==> config.mk <==
export PLATFORM = sky130hd
export DESIGN_NAME = verify_input
export DESIGN_NICKNAME = d
export VERILOG_FILES = /design/src/rtl/verify_input.sv
export SDC_FILE = /design/constraint.sdc
export NUM_CORES = 1
export LEC_CHECK = 0
export ABC_AREA = 1
export CAP_MARGIN = 20
export CELL_PAD_IN_SITES_DETAIL_PLACEMENT = 2
export CELL_PAD_IN_SITES_GLOBAL_PLACEMENT = 2
export CORE_MARGIN = 2
export CORE_UTILIZATION = 19
export DETAILED_ROUTE_END_ITERATION = 12
export PLACE_DENSITY = 0.91
export SLEW_MARGIN = 25
export SYNTH_ARGS = -nofsm -noshare
export SYNTH_HDL_FRONTEND = slang
export SYNTH_SLANG_ARGS = --single-unit
==> constraint.sdc <==
create_clock -name clk -period 2.3 [get_ports clk]
set_clock_uncertainty 0.1 [all_clocks]
set_input_delay 0.46 -clock clk [delete_from_list [all_inputs] [get_ports clk]]
set_output_delay 0.46 -clock clk [all_outputs]
set_load 0.05 [all_outputs]
==> src/rtl/verify_input.sv <==
// verify_input: checks Simon Says button presses against the stored colour sequence for a round
//   clk, rst_n            clock, asynchronous active-low reset
//   segment[32][3]        colour code per step (0-3 valid, 4-7 never match)
//   player_input[4]       raw button levels, one bit per colour, asynchronous to clk
//   check_round[5]        last step index to check, latched on start_check
//   start_check           one-cycle pulse starting a check (ignored unless idle)
//   busy, step_idx        check in progress / step being awaited
//   input_ok, input_fail  one-cycle result pulses
//   VERIFY_INPUT_TIMEOUT_EN: when defined, WAIT_PRESS fails after TIMEOUT_CYCLES idle cycles
module verify_input #(
    parameter int TIMEOUT_CYCLES = 50_000_000
) (
    input  logic            clk,
    input  logic            rst_n,
    input  logic [31:0][2:0] segment,
    input  logic [3:0]      player_input,
    input  logic [4:0]      check_round,
    input  logic            start_check,
    output logic            busy,
    output logic [4:0]      step_idx,
    output logic            input_ok,
    output logic            input_fail
);
    localparam logic [2:0] IDLE         = 3'd0;
    localparam logic [2:0] WAIT_PRESS   = 3'd1;
    localparam logic [2:0] WAIT_RELEASE = 3'd2;
    localparam logic [2:0] PASS         = 3'd3;
    localparam logic [2:0] FAIL         = 3'd4;
    logic [2:0] state, state_nx;
    logic [3:0] sync1, btn, btn_prev;
    logic [4:0] last_idx;
    logic [2:0] code;
    logic       press, match, timeout;
    assign code  = segment[step_idx];
    // btn_prev is tracked in every state, so a button already held at start never counts as a press
    assign press = |btn && !(|btn_prev);
    // equality with a single shifted bit also rejects multi-button presses
    assign match = !code[2] && btn == (4'b0001 << code[1:0]);
`ifdef VERIFY_INPUT_TIMEOUT_EN
    localparam int CW = $clog2(TIMEOUT_CYCLES + 1);
    logic [CW-1:0] cnt;
    // cnt sits at zero outside WAIT_PRESS, so it restarts on every entry
    always_ff @(posedge clk or negedge rst_n)
        if (!rst_n) cnt <= '0;
        else cnt <= state == WAIT_PRESS ? cnt + CW'(1) : '0;
    assign timeout = cnt == CW'(TIMEOUT_CYCLES - 1);
`else
    assign timeout = 1'b0;
`endif
    always_comb begin
        state_nx = state;
        case (state)
            IDLE:         state_nx = start_check ? WAIT_PRESS : IDLE;
            WAIT_PRESS:   state_nx = press ? (!match ? FAIL : step_idx == last_idx ? PASS : WAIT_RELEASE)
                                           : timeout ? FAIL : WAIT_PRESS;
            WAIT_RELEASE: state_nx = btn == 4'b0 ? WAIT_PRESS : WAIT_RELEASE;
            default:      state_nx = IDLE;
        endcase
    end
    always_ff @(posedge clk or negedge rst_n) begin
        if (!rst_n) begin
            state    <= IDLE;
            sync1    <= '0;
            btn      <= '0;
            btn_prev <= '0;
            step_idx <= '0;
            last_idx <= '0;
        end else begin
            sync1    <= player_input;
            btn      <= sync1;
            btn_prev <= btn;
            state    <= state_nx;
            if (state == IDLE && start_check) begin
                last_idx <= check_round;
                step_idx <= '0;
            end else if (state == WAIT_RELEASE && btn == 4'b0) begin
                step_idx <= step_idx + 5'd1;
            end
        end
    end
    assign busy       = state != IDLE;
    assign input_ok   = state == PASS;
    assign input_fail = state == FAIL;
endmodule

==> reports/results.ini, run 1 <==
[floorplanning]
dieArea_um2=12700
pin_count=116
core_um2=11500
start_util_pct=19.6
dieHeight_um=113
rows=39
die_w_um=113

[worst_setup_path]
rr_startpoint=step_idx[0]
reg2reg_slack_ps=190
crit-reg2reg-capture=state[0]
crit_path_start_kind=flop
critPathRequiredTime_ps=2400
end_kind=flop
worstSetupPathType=reg -> reg
reg2regPathDepth=16
crit_fanout=20
cp_data_arrival_time_ps=2210

[drt]
drt_iter0_markers=63
drt-total-wl_mm=10.2
dr.pass1.iters=3
via_count=2924
viasPerCell=4.44
route.detailed.drc=0
ant_nets=0
post_drt_wl_per_cell_um=15.4

[clock_tree]
clockRootBuffer=clkbuf_16
cts_tree=yes
cts_made_buffers=3
cts.path.max_buffers=2
clkSinkCount=25
postCtsSetupBuffers=0
worstSkewPairLatency_ps=260
cts_htree_levels=1
path_clk_slew_ps=60

[sta]
fin_tns_setup_ps=0
clock.fmax_ghz=0.473
worstMarginPinSlew_ps=523
grt_setup_unrepaired=false
maxSlewViolCount=0
hold_viol=0
fin_crit_ps=2110
relSlewSlack_pct=65.1
setup_viol=0
finalCritPeriodShare_pct=91.9

[synth]
yosys.area_share.simple_pct=50.3
synth_top_area_share_pct=29.2
synth_xor_area_share_pct=0
syn_nets=510
synth.distinct_cells=23
netlist_instances=401
ys_ff_latch=25
ys_seq_area_share_pct=27.8
ys_warn_count=0
synth_compound_area_share_pct=4.96
synth_largest_area_cell=nand2_1
syn_avg_cell_area_um2=5.60
synth_top_family_by_area=simple AND/OR/NAND/NOR gates
synthMuxAreaShare_pct=0
syn_area_um2=2250
synthAdderAreaFrac_pct=0.557
synth.area.top_cells=nand2_1 29%, dfrtp_1 28%, nand3_1 13%

[global_routing]
grt_max_degree=30
antenna_found_initial=0
gr-total-overflow=0
track_usage_pct=16.3
grt_pass1_wl_mm=17.0
grt_pass1_vias=3503

[min_path]
min_delay_worst_endpoint=btn[3]
min-delay-start=sync1[3]
hold_class=reg -> reg
hold-path-cell-count=0

[placement]
dpl.hpwl_mm=8.47
gp_congestion=0.776
io_buffers=115

[pwr]
powerDensity_nw_per_um2=395
max-vdd-ir-drop_mv=0.339
power_mw=1.46
power.leakage_nw=1.87

[cells_and_area]
fillerInstances=1410
diodes=0
multiInputGateArea_um2=1260
drive_above_1_share_pct=6.40
ff_latch_area_um2=627
area_delta_synth_final_pct=64.3
finalNetCount=626
utilization_pct=32.2

[outcome]
outcome=finished, final reports clean

[flow_run]
drv_cap=0

==> Yosys cell counts, drive strengths merged <==
| cell type | n |
|---|---|
| a21boi | 1 |
| a21oi | 8 |
| a22o | 1 |
| buf | 18 |
| clkinv | 1 |
| dfrtp | 25 |
| ha | 1 |
| inv | 63 |
| nand2 | 175 |
| nand3 | 60 |
| nand3b | 1 |
| nand4 | 1 |
| nor2 | 26 |
| nor3 | 5 |
| nor4 | 2 |
| o2111ai | 1 |
| o21ai | 8 |
| o22ai | 1 |
| or2 | 3 |
==> critical path, stage by stage (launching register included) <==
cell and delay [ps]:
dfrtp_2 450, inv_6 150, buf_12 170, nand2_1 60, nand3_1 90, a21oi_2 70, nor2_1 190, nand2_2 120
nand2_1 80, nand2_1 50, nand2_1 90, nand2_1 60, nor2_2 120, nand3_1 80, nand2_1 60, nand2_1 40
nand2_1 60
==> area by class of cell <==
| type | count | area share, % |
|---|---|---|
| sequential | 25 | 17.0 |
| timing repair buffer | 129 | 35.2 |
| tap | 143 | 4.85 |
| clock inverter | 1 | 0.203 |
| clock buffer | 3 | 2.03 |
| multi-input combinational | 294 | 34.1 |
| inverter | 64 | 6.64 |
==> where the power goes <==
group / leakage, nW / switching [mW] / internal [mW] / total, mW
Combinational: 1.53 / 0.239 / 0.273 / 0.513
Sequential: 0.309 / 0.0561 / 0.502 / 0.558
Clock: 0.0371 / 0.151 / 0.236 / 0.386
==> routing by layer <==
metal	global-route usage, %	share of wire, %	routed length [um]	vias up
met5	0	0	0	-
met4	2.11	1.0	104	0
met3	1.98	4.0	407	8
met2	31.8	53	5330	64
met1	19.4	42	4310	1398
li1	-	-	-	1454
==> worst max path at each step <==
| stage | to | slack, ps | cells after the start | from |
|---|---|---|---|---|
| 2_1_floorplan | state[0] | 160 | 17 | step_idx[0] |
| 3_3_place_gp | state[0] | 60 | 15 | segment[75] |
| 3_5_place_dp | state[0] | -80 | 15 | segment[72] |
| 4_1_cts | state[0] | 80 | 16 | step_idx[0] |
| 5_1_grt | state[0] | 3 | 16 | step_idx[0] |
| 6_report | state[0] | 190 | 16 | step_idx[0] |
==> logic make-up after synthesis <==
group,Yosys count
buf+inv,82
flops,25
simple gates,273
fa+ha+maj,1
compound gates,20
==> state kept, by name, summed over array words and instances (netlist names) <==
signal    count
last_idx      5
step_idx      5
state         3
btn           4
sync1         4
btn_prev      4
==> metrics by stage <==
step | cell area (um2) | hold slack (ps) | cells | setup slack (ps)
final | 3690 | 253 | 659 | 186
after global routing | 3690 | 259 | 659 | 2.84
after CTS | 3680 | 259 | 659 | 79.4
after detailed placement | 3590 | 243 | 655 | -83.5
after global placement | 3590 | 241 | 655 | 61.8
after floorplan | 2250 | 64.4 | 401 | 159
==> layout by cell type (no fill, tap or decap), types with 5 or more instances in the layout <==
cell type          n
nand2_1          174
dfrtp_1           24
nor3_1             5
buf_4             14
nor2_1            24
clkdlybuf4s50_1  109
nand3_1           60
inv_1             62
o21ai_0            8
a21oi_1            7
==> timing repair <==
item | 4_1_cts | 5_1_grt
gates resized for setup | 0 | 5
endpoints found under the setup margin | 0 | 3
endpoints found under the hold margin | 0 | 0
hold buffers | 0 | 0
(Power assumes the default switching activity.)
==> run 2, diff against run 1 <==
--- a/config.mk
+++ b/config.mk
@@ -11,6 +11,7 @@
 export CELL_PAD_IN_SITES_GLOBAL_PLACEMENT = 2
 export CORE_MARGIN = 2
 export CORE_UTILIZATION = 19
+export CTS_BUF_LIST = sky130_fd_sc_hd__clkbuf_16
 export DETAILED_ROUTE_END_ITERATION = 12
 export PLACE_DENSITY = 0.91
 export SLEW_MARGIN = 25
==> results of run 2 <==
The final DEF is identical to that of run 1; final timing and power are the same.
